===== config.mk =====
export PLATFORM = sky130hd
export DESIGN_NAME = mem_port_arbiter
export DESIGN_NICKNAME = d
export VERILOG_FILES = /design/src/rtl/mem_port_arbiter_pkg.sv /design/src/rtl/mem_port_arbiter_prio2.sv /design/src/rtl/mem_port_arbiter.sv
export SDC_FILE = /design/constraint.sdc
export NUM_CORES = 1
export LEC_CHECK = 0
export BUFFER_PORTS_ARGS = -buffer_cell sky130_fd_sc_hd__buf_4
export CELL_PAD_IN_SITES_DETAIL_PLACEMENT = 1
export CELL_PAD_IN_SITES_GLOBAL_PLACEMENT = 1
export CORE_MARGIN = 3
export CORE_UTILIZATION = 30
export CTS_BUF_LIST = sky130_fd_sc_hd__clkbuf_4
export DETAILED_ROUTE_END_ITERATION = 10
export GPL_TIMING_DRIVEN = 0
export HOLD_SLACK_MARGIN = 0.03
export PLACE_DENSITY_LB_ADDON = 0.1
export SETUP_SLACK_MARGIN = 0.2
export SYNTH_ARGS = -nofsm -noshare
export SYNTH_HDL_FRONTEND = slang
export SYNTH_SLANG_ARGS = --single-unit

===== constraint.sdc =====
create_clock -name clk -period 1.78 [get_ports clk]
set_clock_uncertainty 0.2 [all_clocks]
set_input_delay 0.089 -clock clk [delete_from_list [all_inputs] [get_ports clk]]
set_output_delay 0.089 -clock clk [all_outputs]
set_load 0.01 [all_outputs]

===== src/rtl/mem_port_arbiter_pkg.sv =====
// Shared definitions for the memory-port arbiter and the pipeline stages feeding it.
// Access-length encodings, default bus widths and arbiter FSM states.
package mem_port_arbiter_pkg;

  localparam int M_ADDR_L = 32;
  localparam int C_DATA_L = 32;

  localparam logic [1:0] LEN_BYTE = 2'b00;
  localparam logic [1:0] LEN_HALF = 2'b01;
  localparam logic [1:0] LEN_WORD = 2'b10;

  typedef enum logic [1:0] {
    ST_IDLE  = 2'd0,
    ST_ISSUE = 2'd1,
    ST_WAIT  = 2'd2,
    ST_RESP  = 2'd3
  } arb_state_t;

  // The reserved length code 2'b11 is issued to the controller as a word access.
  function automatic logic [1:0] norm_len(input logic [1:0] len);
    return (len == 2'b11) ? LEN_WORD : len;
  endfunction

endpackage


===== src/rtl/mem_port_arbiter_prio2.sv =====
// Two-way priority select: MA wins ties unless fetch has been starved for starve_max grants.
// Purely combinational; produces a one-hot (or all-zero) grant.
module arb_prio2 #(
  parameter int CNT_W = 3
) (
  input  logic             if_req,
  input  logic             ma_req,
  input  logic [CNT_W-1:0] starve_cnt,
  input  logic [CNT_W-1:0] starve_max,
  output logic             gnt_if,
  output logic             gnt_ma
);

  logic if_starved;

  assign if_starved = if_req && (starve_cnt == starve_max);

  always_comb begin
    gnt_if = 1'b0;
    gnt_ma = 1'b0;
    if (ma_req && !if_starved) begin
      gnt_ma = 1'b1;
    end else if (if_req) begin
      gnt_if = 1'b1;
    end
  end

endmodule


===== src/rtl/mem_port_arbiter.sv =====
// Shares one memory-controller port between fetch (read-only) and MA (read/write).
// Request-to-ack is k+2 cycles (k = strobe-to-mem_done), TIMEOUT+2 on timeout; one request in flight.
module mem_port_arbiter
  import mem_port_arbiter_pkg::*;
#(
  parameter int MADDR_L    = M_ADDR_L,
  parameter int DATA_L     = C_DATA_L,
  parameter int TIMEOUT    = 16,
  parameter int STARVE_MAX = 4
) (
  input  logic               clk,
  input  logic               rst_n,
  input  logic               if_req,
  input  logic [MADDR_L-1:0] if_addr,
  output logic               if_ack,
  output logic [DATA_L-1:0]  if_rdata,
  output logic               if_err,
  input  logic               ma_req,
  input  logic               ma_we,
  input  logic [1:0]         ma_len,
  input  logic [MADDR_L-1:0] ma_addr,
  input  logic [DATA_L-1:0]  ma_wdata,
  output logic               ma_ack,
  output logic [DATA_L-1:0]  ma_rdata,
  output logic               ma_err,
  output logic               co_re,
  output logic               co_we,
  output logic [1:0]         co_len,
  output logic [MADDR_L-1:0] co_addr,
  output logic [DATA_L-1:0]  co_wdata,
  input  logic [DATA_L-1:0]  mem_rdata,
  input  logic               mem_done
);

  localparam int STARVE_W = $clog2(STARVE_MAX + 1);
  localparam int WAIT_W   = $clog2(TIMEOUT);

  arb_state_t          state;
  logic [STARVE_W-1:0] starve_cnt;
  logic [WAIT_W-1:0]   wait_cnt;
  logic                sel_ma;
  logic                gnt_if;
  logic                gnt_ma;

  arb_prio2 #(.CNT_W(STARVE_W)) u_prio (
    .if_req     (if_req),
    .ma_req     (ma_req),
    .starve_cnt (starve_cnt),
    .starve_max (STARVE_W'(STARVE_MAX)),
    .gnt_if     (gnt_if),
    .gnt_ma     (gnt_ma)
  );

  always_ff @(posedge clk or negedge rst_n) begin
    if (!rst_n) begin
      state      <= ST_IDLE;
      starve_cnt <= '0;
      wait_cnt   <= '0;
      sel_ma     <= 1'b0;
      co_re      <= 1'b0;
      co_we      <= 1'b0;
      co_len     <= 2'b00;
      co_addr    <= '0;
      co_wdata   <= '0;
      if_ack     <= 1'b0;
      if_rdata   <= '0;
      if_err     <= 1'b0;
      ma_ack     <= 1'b0;
      ma_rdata   <= '0;
      ma_err     <= 1'b0;
    end else begin
      // Strobes, acks and errors are single-cycle pulses.
      co_re  <= 1'b0;
      co_we  <= 1'b0;
      if_ack <= 1'b0;
      if_err <= 1'b0;
      ma_ack <= 1'b0;
      ma_err <= 1'b0;

      case (state)
        ST_IDLE: begin
          if (gnt_if || gnt_ma) begin
            sel_ma <= gnt_ma;
            if (gnt_ma) begin
              co_addr  <= ma_addr;
              co_len   <= norm_len(ma_len);
              co_wdata <= ma_wdata;
              co_re    <= !ma_we;
              co_we    <= ma_we;
            end else begin
              co_addr <= if_addr;
              co_len  <= LEN_WORD;
              co_re   <= 1'b1;
            end
            // Count only MA grants that actually made a pending fetch wait.
            if (gnt_if || !if_req) begin
              starve_cnt <= '0;
            end else if (starve_cnt != STARVE_W'(STARVE_MAX)) begin
              starve_cnt <= starve_cnt + STARVE_W'(1);
            end
            state <= ST_ISSUE;
          end
        end

        ST_ISSUE: begin
          wait_cnt <= '0;
          state    <= ST_WAIT;
        end

        ST_WAIT: begin
          wait_cnt <= wait_cnt + WAIT_W'(1);
          // mem_done wins over the timeout when both land in the final cycle.
          if (mem_done) begin
            if (sel_ma) begin
              ma_ack   <= 1'b1;
              ma_rdata <= mem_rdata;
            end else begin
              if_ack   <= 1'b1;
              if_rdata <= mem_rdata;
            end
            state <= ST_RESP;
          end else if (wait_cnt == WAIT_W'(TIMEOUT - 1)) begin
            if (sel_ma) begin
              ma_ack   <= 1'b1;
              ma_err   <= 1'b1;
              ma_rdata <= '0;
            end else begin
              if_ack   <= 1'b1;
              if_err   <= 1'b1;
              if_rdata <= '0;
            end
            state <= ST_RESP;
          end
        end

        ST_RESP: begin
          state <= ST_IDLE;
        end

        default: begin
          state <= ST_IDLE;
        end
      endcase
    end
  end

endmodule


* Word level (Yosys, flattened, before mapping) *
Cells that the tools add are included.

storage, ports and cells
  output and inout bits = 136
  word-level logic and storage cells = 83
  input bits = 136
  register bits after elaboration = 146

cells by class
  muxes and demuxes = 39
  bitwise operators = 1
  eq/ne operators = 9
  add/sub/neg operators = 2
  reductions and logical operators = 17

operators by type and width
  kind                 number
  $mux 32              9
  $mux 1               21
  $reduce_and 3->1     4
  $mux 2               5
  $pmux 2 s4           1
  $pmux 4 s2           1
  $eq 2x2->1 const B   3
  $mux 3               2
  $ne 3x3->1 const B   2
  $reduce_bool 2->1    3
  $add 4x1->4 const B  1
  $eq 4x4->1 const B   1
  $reduce_and 2->1     2
  $add 3x1->3 const B  1
  $eq 3x3->1 const B   1
  $logic_not 1->1      3
  $eq 2x1->1 const B   1
  $logic_and 1x1->1    2
  $logic_not 2->1      1
  $logic_or 1x1->1     2
  $ne 2x2->1 const B   1
  $not 1->1            1

* Depth between registers and ports, before layout *
  depth in word-level cells = 8
  gate-level depth with buffers = 8
  mapped depth without buffers = 5

* Modules after synthesis *
A second synthesis with hierarchy kept.

second synthesis, totals
  cells, all modules = 445
  area, all modules = 5980.7 µm²

by module, submodules not included
  module            area an instance (µm²)  instances  cells an instance
  mem_port_arbiter  5925.7                  1          438
  arb_prio2         55.1                    1          7

* Worst setup path after synthesis *
Ideal clock, no wire load.

  path kind = register to register
  start = reg starve_cnt[0]
  end = reg co_wdata[10]
  period minus slack after synthesis = 1.815 ns
  setup slack = -0.035 ns
  library setup time = 0.125 ns
  data arrival time = 1.490 ns
  path buffers = 2
  stages on the path, launching flop included = 8
  cell sequence = dfrtp_1 -> inv_1 -> ha_1 -> nand3_4 -> and3_4 -> buf_6 -> buf_6 -> mux2_4

between the ends
  cells in the longest elaborated chain, start to end = 7
  elaborated cells between the ends (all ways) = 8

ends and longest elaborated chain
  what                            line                          text
  start, declared                 mem_port_arbiter.sv:39        logic [STARVE_W-1:0] starve_cnt;
  start signal, assigned          mem_port_arbiter.sv:99        starve_cnt <= starve_cnt + STARVE_W'(1);
  $eq 3x3->1 (*)                  mem_port_arbiter_prio2.sv:16  assign if_starved = if_req && (starve_cnt == starve_max);
  $logic_and 1x1->1 (*)           mem_port_arbiter_prio2.sv:16
  $logic_not 1->1 (*)             mem_port_arbiter_prio2.sv:21  if (ma_req && !if_starved) begin
  $logic_and 1x1->1 (*)           mem_port_arbiter_prio2.sv:21
  $mux 1                          mem_port_arbiter_prio2.sv:21
  $logic_or 1x1->1                mem_port_arbiter.sv:82        if (gnt_if || gnt_ma) begin
  $reduce_and 3->1 (no line) (*)  -
  end signal, assigned            mem_port_arbiter.sv:87        co_wdata <= ma_wdata;
  end, declared                   mem_port_arbiter.sv:30        output logic [DATA_L-1:0] co_wdata,

Every way passes the cells marked *; elsewhere a longest branch is shown, timed or not.
A chain may end at the register's enable or synchronous reset.

* Worst setup path after layout *
  start = reg state[1]
  end = reg ma_rdata[29]

between the ends
  cells in the longest elaborated chain, start to end = 2

ends and longest elaborated chain
  what                        line                     text
  start, declared             mem_port_arbiter.sv:38   arb_state_t state;
  start signal, assigned      mem_port_arbiter.sv:56   state <= ST_IDLE;
  start signal, assigned      mem_port_arbiter.sv:101  state <= ST_ISSUE;
  start signal, assigned      mem_port_arbiter.sv:107  state <= ST_WAIT;
  $eq 2x2->1                  mem_port_arbiter.sv:80   case (state)
  $reduce_and 3->1 (no line)  -
  end signal, assigned        mem_port_arbiter.sv:116  ma_rdata <= mem_rdata;
  end, declared               mem_port_arbiter.sv:24   output logic [DATA_L-1:0] ma_rdata,

Every way passes these cells.

==> flow_summary.toml <==
[status]
status = "finished, violations left"
violations = "hold timing, setup timing"

[sta]
drv_slew = 0
hold_violations = 54
fin_crit_ps = 1810
setup_ws_ps = -25.2
timing.hold.ws_ps = -142
setup_viol = 10
slew_headroom_pct = 64.0
rsz0062_at_grt = "true"
fin_crit_sh_pct = 101
tightest_slew_ps = 540
fin_setup_tns_ps = -104
max_clock_freq_mhz = 554

[critical_path]
cp_top_family = "buffers and inverters"
cpPeakStageDelay_ps = 420
crit_chain = "buf_6, ha_4, and2_4, buf_12, buf_8, clkbuf_16, a32o_1"
endpoint_kind = "flip-flop"
crit_buf_inv = 4
arrival_ps = 2030
path_class = "reg -> reg"
r2r_cells = 7
crit_fanout = 7
worstPathRequired_ps = 2000
r2r_slack_ps = -30
r2r-start = "state[1]"
cp-endpoint = "ma_rdata[29]"
startpoint = "state[1]"
worst_r2r_endpoint = "ma_rdata[29]"
cp-start-kind = "flip-flop"
slowest_stage = "dfrtp_1"
critical_path_depth = 7

[global_route]
grt_pass1_vias = 6959
grt_max_degree = 93
gr-total-overflow = 0
grt_pass1_wl_mm = 37.7
grtUsageTotal_pct = 21.6
antenna_found_initial = 1

[yosys]
synth_edf_count = 0
syn-num-nets = 621
netlist.area_leader.share_pct = 60.2
synthArstFlopShare_pct = 100
yosysMostFrequentCell = "dfrtp_1"
syn_area_per_cell_sq_um = 12.7
yosys_warnings = 0
synth_common_cells = "146 x dfrtp_1, 70 x nand2_1, 66 x a32o_1"
yosysUniqueCellTypes = 37
syn_inst = 480
yosys.area.top_type = "dfrtp_1"
syn_area_sq_um = 6070
ys_seq_area_share_pct = 60.2
ys.flop_type = "dfrtp_1"
ys_ff_latch = 146
synth_area_leaders = "dfrtp_1 60%, a32o_1 11%, mux2_4 6.4%, nand2_1 4.3%, o211ai_1 4.0%"

[detailed_routing]
first_iter_violations = 252
vias = 6081
drc = 0
wirelength_mm = 24.2
ant_nets = 0
vias_per_cell = 4.92
routedWlPerCell_microns = 19.6
drt-pass1-iter-count = 6

[finish]
final_core_util_pct = 57.5
final_nets = 1098
syn_to_final_growth_pct = 86.0
fillers = 2068
final_layout_size_suffix_gt1_share_pct = 46.9
stdcell_count = 1236

[die]
core-area_sq_um = 19700
io_pins = 272
initial_core_util_pct = 30.9
die_area_sq_um = 22000
fp.dieW_microns = 148
die_y_microns = 148
rows = 51

[pwr]
p_per_area_nw_per_um2 = 1500
seq_power_share_pct = 34.1
combPwrFrac_pct = 54.8
power_frac_clock_pct = 11.1
p_sw_mw = 6.18
p_leak_nw = 5.28
p_total_mw = 16.9
switching_share_pct = 36.6
p_int_mw = 10.7
ir_drop_v = 0.000512

[placed_design]
finalWeightedCongestion = 0.784
io_buffers = 270
hpwlAfterDp_mm = 15.0
placed_cells = 1016

[clock_network]
clock_sinks = 146
htreeDepth = 4
cts_buffers = 17
cts_tree = "yes"
clock-root-buffer = "clkbuf_4"
postCtsHoldBufs = 135
clk_pin_slew_ps = 130
clk_path_buf_depth = 2
clk_latency_ps = 530

[worst_hold_path]
hp-class = "in -> async"

[job]
maxCapViolations = 0
## flip-flops by register name (all words and copies together) (netlist names)
name,flops
sel_ma,1
co_we,1
if_rdata,32
wait_cnt,4
if_ack,1
co_addr,32
if_err,1
co_re,1
starve_cnt,3
ma_rdata,32
state,2
co_wdata,32
co_len,2
ma_err,1
ma_ack,1
## power by group through the flow
stage                     registers (mW)  logic [mW]  clock network, mW
after floorplan                     6.32        3.04                  0
after global placement              5.71        7.03                  0
after detailed placement            5.78        7.24                  0
after CTS                           5.72        8.84               1.96
after global routing                5.93        9.93               2.13
final                               5.77        9.26               1.87
## per-stage QoR
step	setup WS [ps]	area [sq um]	hold WS (ps)
after floorplan	63.4	6140	-407
after global placement	-253	8500	68.4
after detailed placement	-193	8530	-115
after CTS	-20.0	11000	-165
after global routing	-60.4	11300	-158
final	-25.2	11300	-142
## placed cells by master, fill, tap and decap left out, types with 8 or more instances in the layout
cell	synthesis	routed
clkbuf_1	23	8
buf_4	1	290
buf_6	4	20
buf_12	0	8
dlygate4sd3_1	0	135
o211ai_1	32	32
buf_8	0	18
clkbuf_4	0	18
a32o_1	66	65
dfrtp_1	146	146
mux2_4	26	32
buf_16	0	8
nand4_1	33	33
nand2_1	70	63
## per-layer routing
| layer | GRT usage (%) | up-vias | wire [microns] |
|---|---|---|---|
| met5 | 0 | - | 0 |
| met4 | 6.84 | 0 | 533 |
| met3 | 5.85 | 37 | 1410 |
| met2 | 40.2 | 206 | 13100 |
| met1 | 23.8 | 3062 | 9180 |
| li1 | - | 2776 | - |
## how the worst min path moves through the flow
| stage | endpoint | slack, ps | depth (start not counted) |
|---|---|---|---|
| 5_1_grt | co_wdata[12] | -160 | 2 |
| 3_5_place_dp | co_wdata[12] | -120 | 1 |
| 3_3_place_gp | co_re | 70 | 2 |
| 4_1_cts | co_wdata[12] | -170 | 2 |
| 6_report | co_wdata[12] | -140 | 2 |
| 2_1_floorplan | co_addr[0] | -410 | 0 |
## logic make-up (layout without fill, tap and decap cells)
| family | count (synthesis) | count (layout) | share of synthesized area [%] |
|---|---|---|---|
| compound gates | 114 | 114 | 16.6 |
| flops | 146 | 146 | 60.2 |
| fa+ha+maj | 5 | 5 | 1.03 |
| buf+inv | 61 | 549 | 4.72 |
| mux | 34 | 34 | 7.87 |
| simple gates | 120 | 122 | 9.56 |
| other cells | 0 | 1 | 0 |
## what timing repair did
item | CTS | global route
gates cloned | 12 | 4
pin swaps | 24 | 41
endpoints found under the hold margin | 285 | 54
setup buffers | 27 | 9
setup endpoints to repair | 140 | 143
gates resized for setup | 108 | 41
## layout make-up
cell class	instances	area, sq um	area share, %
well taps	265	332	2.94
clock buffers	17	128	1.13
multi-input cells	275	2340	20.7
diodes	1	2.50	0.0222
clock inverters	15	110	0.975
plain buffers	49	572	5.06
flip-flops and latches	146	3650	32.4
inverters	12	45.0	0.399
repair buffers	456	4110	36.4
(Power assumes the default switching activity.)
